<file path="src/rtl/vga_timing_gen_pkg.sv">
// starsoc_params: shared 640x480@60 raster timing constants and decode helper
package starsoc_params;

    localparam int H_VISIBLE       = 640;
    localparam int H_FRONT         = 16;
    localparam int H_SYNC          = 96;
    localparam int H_BACK          = 48;
    localparam int V_VISIBLE       = 480;
    localparam int V_FRONT         = 10;
    localparam int V_SYNC          = 2;
    localparam int V_BACK          = 33;
    localparam int SYNC_ACTIVE_LOW = 1;
    localparam int H_TOTAL         = H_VISIBLE + H_FRONT + H_SYNC + H_BACK;
    localparam int V_TOTAL         = V_VISIBLE + V_FRONT + V_SYNC + V_BACK;

    // True when coordinate v lies in [lo, lo+len-1]
    function automatic logic in_window(input logic [9:0] v, input int lo, input int len);
        return (int'({22'd0, v}) >= lo) && (int'({22'd0, v}) < lo + len);
    endfunction

endpackage

</file>
<file path="src/rtl/vga_timing_gen_mod_counter.sv">
// mod_counter: modulo-MOD up counter with combinational wrap carry, resets to MOD-1
module mod_counter #(
    parameter int MOD = 800
) (
    input  logic       pixel_clk,
    input  logic       reset,
    input  logic       en,
    output logic [9:0] count,
    output logic       wrap
);

    localparam logic [9:0] LAST = 10'(MOD - 1);

    assign wrap = en && (count == LAST);

    // Reset parks on the last value so the first enabled cycle presents 0
    always_ff @(posedge pixel_clk) begin
        if (reset)   count <= LAST;
        else if (en) count <= wrap ? '0 : count + 10'd1;
    end

endmodule

</file>
<file path="src/rtl/vga_timing_gen.sv">
// vga_timing_gen: free-running raster timing with registered sync, strobes and frame counter
module vga_timing_gen
    import starsoc_params::*;
#(
    parameter int H_VISIBLE       = starsoc_params::H_VISIBLE,
    parameter int H_FRONT         = starsoc_params::H_FRONT,
    parameter int H_SYNC          = starsoc_params::H_SYNC,
    parameter int H_BACK          = starsoc_params::H_BACK,
    parameter int V_VISIBLE       = starsoc_params::V_VISIBLE,
    parameter int V_FRONT         = starsoc_params::V_FRONT,
    parameter int V_SYNC          = starsoc_params::V_SYNC,
    parameter int V_BACK          = starsoc_params::V_BACK,
    parameter int SYNC_ACTIVE_LOW = starsoc_params::SYNC_ACTIVE_LOW
) (
    input  logic        pixel_clk,
    input  logic        reset,
    input  logic        pix_en,
    output logic [9:0]  pixel_x,
    output logic [9:0]  pixel_y,
    output logic        hsync,
    output logic        vsync,
    output logic        video_on,
    output logic        line_start,
    output logic        frame_start,
    output logic [15:0] frame_count
);

    localparam int   H_TOT   = H_VISIBLE + H_FRONT + H_SYNC + H_BACK;
    localparam int   V_TOT   = V_VISIBLE + V_FRONT + V_SYNC + V_BACK;
    localparam logic SYNC_ON = (SYNC_ACTIVE_LOW != 0) ? 1'b0 : 1'b1;

    if (H_TOT > 1024 || V_TOT > 1024) begin : g_bad_timing
        $error("vga_timing_gen: H_TOTAL/V_TOTAL must not exceed 1024");
    end

    logic       w_h_wrap;
    logic       w_v_wrap;
    logic [9:0] w_x_next;
    logic [9:0] w_y_next;

    mod_counter #(.MOD(H_TOT)) u_h_cnt (
        .pixel_clk (pixel_clk),
        .reset     (reset),
        .en        (pix_en),
        .count     (pixel_x),
        .wrap      (w_h_wrap)
    );

    mod_counter #(.MOD(V_TOT)) u_v_cnt (
        .pixel_clk (pixel_clk),
        .reset     (reset),
        .en        (w_h_wrap),
        .count     (pixel_y),
        .wrap      (w_v_wrap)
    );

    // Decode looks at the coordinate the counters are about to load so outputs stay aligned
    assign w_x_next = w_h_wrap ? '0 : pixel_x + 10'd1;
    assign w_y_next = w_v_wrap ? '0 : (w_h_wrap ? pixel_y + 10'd1 : pixel_y);

    // Registered sync, strobes and frame index; everything holds while pix_en is low
    always_ff @(posedge pixel_clk) begin
        if (reset) begin
            hsync       <= ~SYNC_ON;
            vsync       <= ~SYNC_ON;
            video_on    <= 1'b0;
            line_start  <= 1'b0;
            frame_start <= 1'b0;
            frame_count <= 16'hFFFF;
        end else if (pix_en) begin
            hsync       <= in_window(w_x_next, H_VISIBLE + H_FRONT, H_SYNC) ? SYNC_ON : ~SYNC_ON;
            vsync       <= in_window(w_y_next, V_VISIBLE + V_FRONT, V_SYNC) ? SYNC_ON : ~SYNC_ON;
            video_on    <= in_window(w_x_next, 0, H_VISIBLE) && in_window(w_y_next, 0, V_VISIBLE);
            line_start  <= (w_x_next == '0);
            frame_start <= (w_x_next == '0) && (w_y_next == '0);
            frame_count <= frame_count + 16'(w_v_wrap);
        end
    end

endmodule

</file>
<file path="config.mk">
export PLATFORM = sky130hd
export DESIGN_NAME = vga_timing_gen
export DESIGN_NICKNAME = d
export VERILOG_FILES = /design/src/rtl/vga_timing_gen_pkg.sv /design/src/rtl/vga_timing_gen_mod_counter.sv /design/src/rtl/vga_timing_gen.sv
export SDC_FILE = /design/constraint.sdc
export NUM_CORES = 1
export LEC_CHECK = 0
export CAP_MARGIN = 20
export CORE_MARGIN = 3
export CORE_UTILIZATION = 56
export DETAILED_ROUTE_END_ITERATION = 10
export PLACE_DENSITY = 0.89
export SLEW_MARGIN = 0
export SYNTH_ARGS = -nofsm -noshare
export SYNTH_HDL_FRONTEND = slang
export SYNTH_SLANG_ARGS = --single-unit
</file>
<file path="constraint.sdc">
create_clock -name pixel_clk -period 7.5 [get_ports pixel_clk]
set_input_delay 1.5 -clock pixel_clk [delete_from_list [all_inputs] [get_ports pixel_clk]]
set_output_delay 1.5 -clock pixel_clk [all_outputs]
set_load 0.01 [all_outputs]
</file>
==> results of run 1 <==
-- metal layers --
| layer | vias up | part of all wire [%] | global-route usage, % |
|---|---|---|---|
| met1 | 1067 | 43 | 28.9 |
| met3 | 14 | 7.4 | 4.69 |
| met4 | 0 | 1.8 | 7.52 |
| met5 | - | 0 | 0 |
| met2 | 102 | 48 | 38.0 |
| li1 | 1086 | - | - |
-- cell usage in the layout (no fill, tap or decap), types with 6 or more instances in the layout --
cell type        count
clkdlybuf4s50_1     43
dfxtp_1             41
nand2_1             20
nor2_1              18
nor3_1              14
a21oi_1             14
nand3_1             14
xor2_1              14
o21ai_0             13
nand4_1             12
nand2b_1            11
xnor2_1              9
nor4_1               6
-- worst max-delay path, stage by stage --
cell and delay (ns):
clkdlybuf4s50_1 1.05, nand4b_1 0.27, nor3_1 0.27, nand2_1 0.11, inv_1 0.07, ha_1 0.15
nand4_1 0.22, nor3_1 0.44, nand3_1 0.14, xor2_1 0.16, nand2b_1 0.06
-- per-stage QoR --
step | power [uW] | cells | worst slack, ns | hold slack, ns
2_1_floorplan | 342 | 285 | 3.96 | 0.491
3_3_place_gp | 378 | 358 | 3.09 | 0.460
3_5_place_dp | 382 | 358 | 2.94 | 0.461
4_1_cts | 555 | 365 | 3.22 | 0.479
5_1_grt | 581 | 365 | 2.89 | 0.493
6_report | 553 | 365 | 3.25 | 0.475
-- cell type report --
class | instances | share of cell area, %
Sequential cell | 41 | 28.5
Inverter | 5 | 0.652
Tap cell | 50 | 2.17
Clock inverter | 2 | 1.22
Multi-Input combinational cell | 217 | 49.6
Clock buffer | 5 | 2.39
Timing Repair Buffer | 45 | 15.5
-- cells by family (layout without fill, tap and decap cells) --
family	count (synthesis)	in the layout	synth area share (%)
AOI/OAI and AO/OA	61	61	17.6
xor gates and xnor gates	23	23	8.48
adders and majority gates	5	5	2.63
buffers and inverters	27	57	5.37
DFF	41	41	34.6
muxes	3	3	1.26
and+or+nand+nor	125	125	30.1
-- state kept, by name, summed over array words and instances (netlist names) --
register       count
line_start         1
vsync              1
hsync              1
u_v_cnt.count     10
frame_count       16
frame_start        1
u_h_cnt.count     10
video_on           1
-- path summary, 6_finish.rpt --
| check | slack [ns] | cells after the start | end | from |
|---|---|---|---|---|
| setup / recovery | 3.25 | 11 | frame_count[13]$_SDFFE_PP1P_ | pix_en |
| hold / removal | 0.48 | 1 | frame_start$_SDFFE_PP0P_ | frame_start$_SDFFE_PP0P_ |
| setup reg to reg | 4.70 | 11 | frame_count[13]$_SDFFE_PP1P_ | u_h_cnt.count[1]$_SDFFE_PP1P_ |
| hold reg to reg | 0.48 | 1 | frame_start$_SDFFE_PP0P_ | frame_start$_SDFFE_PP0P_ |
-- power groups by stage --
stage	Sequential, uW	Clock [uW]	Combinational, uW
5_1_grt	257	186	138
3_3_place_gp	258	0	121
2_1_floorplan	251	0	91.1
3_5_place_dp	258	0	124
4_1_cts	253	177	125
6_report	254	174	125
==> results.md, run 1 <==
* Clock Skew at 0.00457 ns
* CTS tree: built
* First-pass GRT wire length at 9340 um
* Relative slew slack at 41.0%
* Initial antenna violation count at 0
* Largest net degree at the start of global routing at 42
* Share of cells above drive strength 1 at 6.67%
* Clock transition at path regs at 0.08 ns
* Number of flops mapped to enable cells by yosys at 0
* Post-Syn Nets at 293
* DP Wirelength at 3790 um
* GRT Total Usage at 22.6%
* Max H-tree Level at 2
* Critical path launch point type: input port
* Commonest cells in the netlist: 41 x dfxtp_1, 20 x nand2_1, 18 x nor2_1
* Tmin final at 4.25 ns
* # resized after CTS at 0
* Area of the multi-input gates at 0.00143 mm^2
* Initial core utilization at 58.5%
* Worst EP required at 7.69 ns
* Seq cells post-synth at 41
* I/O pin total at 44
* Row cnt at 23
* Worst Path Class, Setup: input port to register
* Final hold violations at 0
* Most frequent cell after synthesis: dfxtp_1
* Area Growth Syn to Fin at 21.2%
* Fin util at 70.9%
* Ys flop type: dfxtp_1
* Routed WL at 5500 um
* Max frequency at 235 MHz
* NetSw at 166 uW
* Area of the core at 0.00406 mm^2
* Hold Path Class: register to register
* Maximum VDD drop at 0.109 mV
* # diodes at 0
* RD Place Congestion at 0.914
* Power share of the clock group at 31.5%
* CTS max path bufs at 2
* CTS root buffer: clkbuf_8
* Post-Syn Area at 0.00237 mm^2
* Syn Area/Cell at 8.33 um^2
* Sequential share of power at 45.9%
* Power density over the cells at 192 mW/mm^2
* Fill cell count at 309
* Final instance area at 0.00288 mm^2
* Asr flop ratio synth at 0%
* CP arrival at 4.45 ns
* Status: completed
* Final period utilization at 56.7%
* DP Area at 0.00277 mm^2
* Port bufs at 43
* Via count at 2,269
* GR Overflow Total at 0
* Clock sinks at 41
* Leakage Power at 0.00106 uW
* RSZ-0062 raised after global routing: false
* Clock Latency Late Sink at 0.30 ns
* CTS Buf Count at 5
* Vias per Instance at 6.22
* Comb pwr share at 22.6%
* Die X at 71.1 um
* Hold buffers post-CTS at 0
* Cells after Synth at 285
* Post-synth cell types at 56
* Crit Path Max Fanout at 28
* Final nets at 323
* Max-cap viol count at 0
* Warning count from the yosys run at 0
* Vias in the first global route at 1,997
* FF+latch area at 821 um^2
* Synth area leader: dfxtp_1
* Synth top area cells: dfxtp_1 35%, xor2_1 5.2%, xnor2_1 3.3%
* DR WL/cell at 15.1 um
* Worst Tran Pin Value at 0.882 ns
* CP Capture Type: register
* Share of the synthesized area in the top cell type at 34.6%
* Internal power at 387 uW
* Slew Limit Fails at 0
* Final setup viols at 0
* Seq/Total Area, Yosys at 34.6%
* DR iter-0 viols at 165
* DRT Pass-1 Iters at 5
* Number of setup buffers added after CTS at 0
* Switch share at 30.0%
* Die Ht at 71.1 um
* Post-route ant nets at 0
* DRC Markers at 0
* Post-Route Setup TNS at 0 ns
* Full die area at 0.00506 mm^2
Power figures use the tool's default switching activity.
==> run 2: changes to the inputs <==
CORE_UTILIZATION = 52   (was 56)
PLACE_DENSITY = 0.84   (was 0.89)
clock period = 4.1 ns   (was 7.5 ns; I/O delays follow)
==> run 2 against run 1 <==
Non-clock buffer count grew 1. Via count fell by 2.1%. Largest power group unchanged. Sequential cell count did not move. Largest cell class unchanged. Sequential share of layout area increased by 0.10 points. Critical endpoint is now frame_start$_SDFFE_PP0P_. Cell count is 0.55% higher. Power increased by 74%. Sequential power rose by 83%. Die area grew 7.0%.
==> results.md, run 2 (synthesis gave the netlist of run 1 again) <==
* Initial antenna violation count at 0 (unchanged)
* Via count at 2,221 (-2.1%)
* Slew Limit Fails at 0 (unchanged)
* Tmin final at 2.90 ns
* Critical Path Max Stage Delay at 0.56 ns (-0.49 ns)
* Worst Path Buf+Inv at 2 (unchanged)
* CTS root buffer: clkbuf_8
* Die X at 73.6 um (+3.5%)
* Port bufs at 43 (unchanged)
* Fill cell count at 361 (+17%)
* Area Growth Syn to Fin at 20.8%
* RD Place Congestion at 0.876 (-4.2%)
* DP Wirelength at 4100 um (+8.0%)
* Max-cap viol count at 0 (unchanged)
* First-pass GRT wire length at 9680 um (+3.7%)
* Row cnt at 23 (unchanged)
* Hold Path Class: register to register
* Hold path depth at 2 (+1)
* DRT Pass-1 Iters at 4 (-1)
* I/O pin total at 44 (unchanged)
* Final nets at 324 (+0.31%)
* DRC Markers at 0 (unchanged)
* Total power at 962 uW (+74%)
* Vias per Instance at 6.05 (-2.6%)
* Crit Path Max Fanout at 27 (-3.6%)
* Power density over the cells at 336 mW/mm^2 (+75%)
* Clock Skew at 0.00682 ns (+0.00225 ns)
* Vias in the first global route at 2,110 (+5.7%)
* Hold WS at 0.488 ns (+0.0124 ns)
* Max frequency at 345 MHz
* Area of the core at 0.00420 mm^2 (+3.5%)
* Largest net degree at the start of global routing at 29 (-31%)
* Worst Path Class, Setup: input port to register
* DR WL/cell at 15.5 um (+3.0%)
* Fin util at 68.3% (-2.7 points)
* Worst path slowest cell: nor4_1
* R2R cell count at 13 (+2)
* Worst Tran Pin Value at 0.724 ns (-0.157 ns)
* Post-route ant nets at 0 (unchanged)
* Largest Register: frame_count
* Number of flip-flops under the largest register name at 16 (unchanged)
* Hold buffers post-CTS at 0 (unchanged)
* Max H-tree Level at 2 (unchanged)
* Final setup viols at 0 (unchanged)
* Relative slew slack at 51.1% (+10 points)
* Initial core utilization at 56.5% (-2.0 points)
* Post-Route Setup TNS at 0 ns (unchanged)
* Biggest registers after layout: frame_count x16, u_h_cnt.count x10, u_v_cnt.count x10
* Critical path launch point type: input port
* DR iter-0 viols at 124 (-25%)
* CP Capture Type: register
* Clock Latency Late Sink at 0.30 ns (about the same)
* Commonest non-fill, non-tap cell in the layout: clkdlybuf4s50_1
* Status: completed
* Number of setup buffers added after CTS at 0 (unchanged)
* Maximum VDD drop at 0.140 mV (+28%)
* Worst-path cell chain: clkdlybuf4s50_1 -> buf_4 -> and4b_1 -> a21boi_0 -> o21ai_0 -> o311ai_0 -> nor4_1 -> a32o_1
* CP arrival at 3.15 ns (-1.30 ns)
* GR Overflow Total at 0 (unchanged)
* Placed Cells at 359 (+0.28%)
* Final std cells w/o fill at 367 (+0.55%)
* CTS Buf Count at 5 (unchanged)
* Clock transition at path regs at 0.08 ns (about the same)
* Final period utilization at 70.8%
* Full die area at 0.00541 mm^2 (+7.0%)
* CTS tree: built
* Most frequent cells in the layout: 43 x clkdlybuf4s50_1, 41 x dfxtp_1, 20 x nand2_1, 18 x nor2_1
* Share of cells above drive strength 1 at 7.26% (+0.59 points)
* RSZ-0062 raised after global routing: false
* Die Ht at 73.6 um (+3.5%)
* # resized after CTS at 0 (unchanged)
* Crit path max-delay family: simple AND/OR/NAND/NOR gates
* Routed WL at 5700 um (+3.5%)
* Worst EP required at 4.35 ns (-3.34 ns)
* Critical path depth at 8 (-3)
* Leakage Power at 0.00105 uW (-0.50%)
* CTS max path bufs at 2 (unchanged)
* # diodes at 0 (unchanged)
* Clock sinks at 41 (unchanged)
* GRT Total Usage at 22.7% (+0.058 points)
* Final hold violations at 0 (unchanged)
-- run 2: final timing paths --
kind / startpoint / end / slack [ns]
worst min register to register: video_on$_SDFFE_PP0P_ / video_on$_SDFFE_PP0P_ / 0.49
worst max-delay path: pix_en / frame_start$_SDFFE_PP0P_ / 1.20
worst max register to register: u_v_cnt.count[0]$_SDFFE_PP0N_ / frame_count[13]$_SDFFE_PP1P_ / 1.36
worst min-delay path: video_on$_SDFFE_PP0P_ / video_on$_SDFFE_PP0P_ / 0.49
-- run 2: where the power goes --
part / switching, uW / internal (uW) / total (uW)
registers: 43.7 / 420 / 464
clock network: 149 / 118 / 266
logic: 120 / 112 / 232
total: 313 / 650 / 962
-- run 2: area by class of cell --
class | instances | area [um^2] | share of cell area, %
multi-input cells | 217 | 1430 | 49.7
flip-flops and latches | 41 | 821 | 28.6
repair buffers | 46 | 453 | 15.8
clock buffers | 5 | 68.8 | 2.40
well taps | 50 | 62.6 | 2.18
inverters | 5 | 18.8 | 0.654
clock inverters | 3 | 17.5 | 0.611
-- run 2: layer usage --
| metal | wire [um] | vias up | global-route usage [%] |
|---|---|---|---|
| met4 | 67 | 0 | 7.85 |
| met1 | 2530 | 1038 | 28.9 |
| met3 | 337 | 8 | 4.51 |
| li1 | - | 1094 | - |
| met5 | 0 | - | 0 |
| met2 | 2760 | 81 | 37.9 |
-- run 2: worst reg2reg max path, stage by stage (launching register included) --
cell      delay, ns
dfxtp_1        0.39
inv_1          0.10
ha_1           0.16
nor4bb_1       0.28
nand4_1        0.22
inv_1          0.22
nand2_1        0.09
inv_1          0.06
ha_1           0.16
nand4_1        0.21
nor3_1         0.37
nand3_1        0.14
xor2_1         0.16
nand2b_1       0.07
-- run 2: per-stage QoR --
stage	setup WS (ns)	area (um^2)
final	1.20	2870
after floorplan	1.24	2370
after CTS	1.22	2870
after global placement	0.972	2780
after global routing	0.952	2870
after detailed placement	0.924	2780
==> run 3: changes to the inputs <==
clock period = 2.85 ns   (was 4.1 ns; I/O delays follow)
==> run 3 against run 2 <==
Routed wire length down 0.86%. Clock-buffer cell count rose by 1. Hold slack worse by 0.023 ns. Final area is 4.0% higher. Combinational power up 57%. Largest power group unchanged.
==> results.md, run 3 (synthesis gave the netlist of run 1 again) <==
* Most frequent cells in the layout: 43 x clkdlybuf4s50_1, 41 x dfxtp_1, 20 x nand2_1, 18 x nor2_1, 16 x buf_4
* Max H-tree Level at 2 (unchanged)
* Biggest registers after layout: frame_count x16, u_h_cnt.count x10, u_v_cnt.count x10
* Slew Limit Fails at 0 (unchanged)
* RSZ-0062 raised after global routing: false
* Clock transition at path regs at 0.08 ns (about the same)
* Largest Register: frame_count
* Clock Latency Late Sink at 0.29 ns (about the same)
* Critical path launch point type: input port
* CP Capture Type: register
* Final setup viols at 0 (unchanged)
* DR iter-0 viols at 165 (+33%)
* Clock Skew at 0.00717 ns (+0.000352 ns)
* Via count at 2,251 (+1.4%)
* DRT Pass-1 Iters at 4 (unchanged)
* DP Wirelength at 4070 um (-0.66%)
* Vias per Instance at 5.94 (-1.9%)
* Status: completed
* Pre-CTS setup slack at 0.0456 ns (-0.879 ns)
* R2R cell count at 7 (-6)
* Grt peak-use layer: met2
* Area of the core at 0.00420 mm^2 (unchanged)
* Fill cell count at 352 (-2.5%)
* Largest net degree at the start of global routing at 27 (-6.9%)
* Share of cells above drive strength 1 at 11.9% (+4.6 points)
* First-pass GRT wire length at 9450 um (-2.3%)
* Row cnt at 23 (unchanged)
* DRC Markers at 0 (unchanged)
* Grt met2 use at 34.7% (-3.1 points)
* Number of setup buffers added after CTS at 0 (unchanged)
* CP arrival at 2.81 ns (-0.34 ns)
* Critical Path Max Stage Delay at 0.51 ns (-0.05 ns)
* DR WL/cell at 14.9 um (-4.0%)
* Vias in the first global route at 2,038 (-3.4%)
* # resized after CTS at 0 (unchanged)
* Crit Path Max Fanout at 5 (-81%)
* I/O pin total at 44 (unchanged)
* Routed WL at 5650 um (-0.86%)
* Port bufs at 43 (unchanged)
* Commonest non-fill, non-tap cell in the layout: clkdlybuf4s50_1
* Reg2reg start: u_h_cnt.count[1]$_SDFFE_PP1P_
* Number of flip-flops under the largest register name at 16 (unchanged)
* Full die area at 0.00541 mm^2 (unchanged)
* Die Ht at 73.6 um (unchanged)
* Die X at 73.6 um (unchanged)
* # diodes at 0 (unchanged)
* Hold Path Class: register to register
* Crit path launch: pix_en
* CTS max path bufs at 2 (unchanged)
* Worst Path Buf+Inv at 2 (unchanged)
* Final nets at 337 (+4.0%)
* Max frequency at 388 MHz
* CTS Buf Count at 5 (unchanged)
* Worst Path Class, Setup: input port to register
* Initial core utilization at 56.5% (unchanged)
* Worst Tran Pin Value at 0.696 ns (-0.0288 ns)
* Area Growth Syn to Fin at 25.6%
* Post-Route Setup TNS at 0 ns (unchanged)
* DP Area at 0.00288 mm^2 (+3.5%)
* Setup WS post-layout at 0.272 ns (-0.927 ns)
* Power density over the cells at 474 mW/mm^2 (+41%)
* Maximum VDD drop at 0.323 mV (+130%)
* Global Route met3 Usage at 5.61% (+1.1 points)
* Worst-path cell chain: clkdlybuf4s50_1 -> nand4b_1 -> buf_4 -> or3_4 -> a21o_1 -> a211o_1 -> nor4_1 -> a32o_1
* RD Place Congestion at 0.900 (+2.8%)
* Worst path slowest cell: clkdlybuf4s50_1
* Leakage Power at 0.00112 uW (+6.1%)
* Final period utilization at 90.5%
* Final hold violations at 0 (unchanged)
* Critical path depth at 8 (unchanged)
* Final instance area at 0.00298 mm^2 (+4.0%)
* CTS root buffer: clkbuf_8
* Max-cap viol count at 0 (unchanged)
* Worst EP required at 3.08 ns (-1.27 ns)
* FF+latch area at 821 um^2 (unchanged)
* Critical path endpoint: frame_start$_SDFFE_PP0P_
* Tmin final at 2.58 ns
* Crit path max-delay family: simple AND/OR/NAND/NOR gates
* M1 GR Usage at 29.6% (+0.67 points)
* Clock sinks at 41 (unchanged)
* R2R setup slack at 0.34 ns (-1.02 ns)
* Hold buffers post-CTS at 0 (unchanged)
* Post-route ant nets at 0 (unchanged)
* CTS tree: built
* GR Overflow Total at 0 (unchanged)
* Area of the multi-input gates at 0.00144 mm^2 (+0.88%)
* Initial antenna violation count at 0 (unchanged)
* Reg2reg end: frame_start$_SDFFE_PP0P_
* Relative slew slack at 53.0% (+1.9 points)
* GRT Total Usage at 22.2% (-0.50 points)
-- run 3: cell count changes in the layout (fill, tap and decap cells not counted) --
cell,previous run,this run
ha_2,0,1
ha_1,5,4
inv_1,5,4
inv_2,0,1
clkbuf_8,5,6
nor3_1,14,12
buf_4,3,16
nor3_2,0,2
clkinv_2,2,0
-- run 3: worst min path at each step --
stage / slack (ns) / from / cells past startpoint / end
6_report: 0.47 / video_on$_SDFFE_PP0P_ / 2 / video_on$_SDFFE_PP0P_
2_1_floorplan: 0.49 / video_on$_SDFFE_PP0P_ / 2 / video_on$_SDFFE_PP0P_
3_5_place_dp: 0.45 / video_on$_SDFFE_PP0P_ / 2 / video_on$_SDFFE_PP0P_
3_3_place_gp: 0.46 / video_on$_SDFFE_PP0P_ / 2 / video_on$_SDFFE_PP0P_
5_1_grt: 0.49 / video_on$_SDFFE_PP0P_ / 2 / video_on$_SDFFE_PP0P_
4_1_cts: 0.47 / video_on$_SDFFE_PP0P_ / 2 / video_on$_SDFFE_PP0P_
-- run 3: power breakdown --
group / internal (uW) / switching [uW]
registers: 605 / 52.6
logic: 175 / 190
clock network: 191 / 199
total: 971 / 441
-- run 3: final cells by class --
cell class                 instances  share of cell area (%)
timing repair buffer              59                    18.5
multi-input combinational        217                    48.3
sequential                        41                    27.5
inverter                           5                   0.629
clock buffer                       6                    2.77
clock inverter                     1                   0.252
tap                               50                    2.10
-- run 3: tightest hold or removal path, cell delays in order (launching register included) --
cell and delay (ns):
dfxtp_1 0.33, nand2_1 0.06, o31ai_2 0.05
-- run 3: metrics by stage --
step | power (uW) | utilization, % | hold WS, ns | cells
6_report | 1410 | 71.0 | 0.465 | 379
5_1_grt | 1500 | 71.0 | 0.485 | 379
4_1_cts | 1420 | 70.7 | 0.468 | 379
3_5_place_dp | 1030 | 68.5 | 0.454 | 372
3_3_place_gp | 1020 | 68.5 | 0.456 | 372
2_1_floorplan | 900 | - | 0.491 | 285
-- run 3: metal layers --
| metal | vias to the layer above | routed length, um |
|---|---|---|
| met5 | - | 0 |
| met4 | 0 | 63 |
| met3 | 9 | 344 |
| met2 | 79 | 2620 |
| met1 | 1043 | 2620 |
| li1 | 1120 | - |
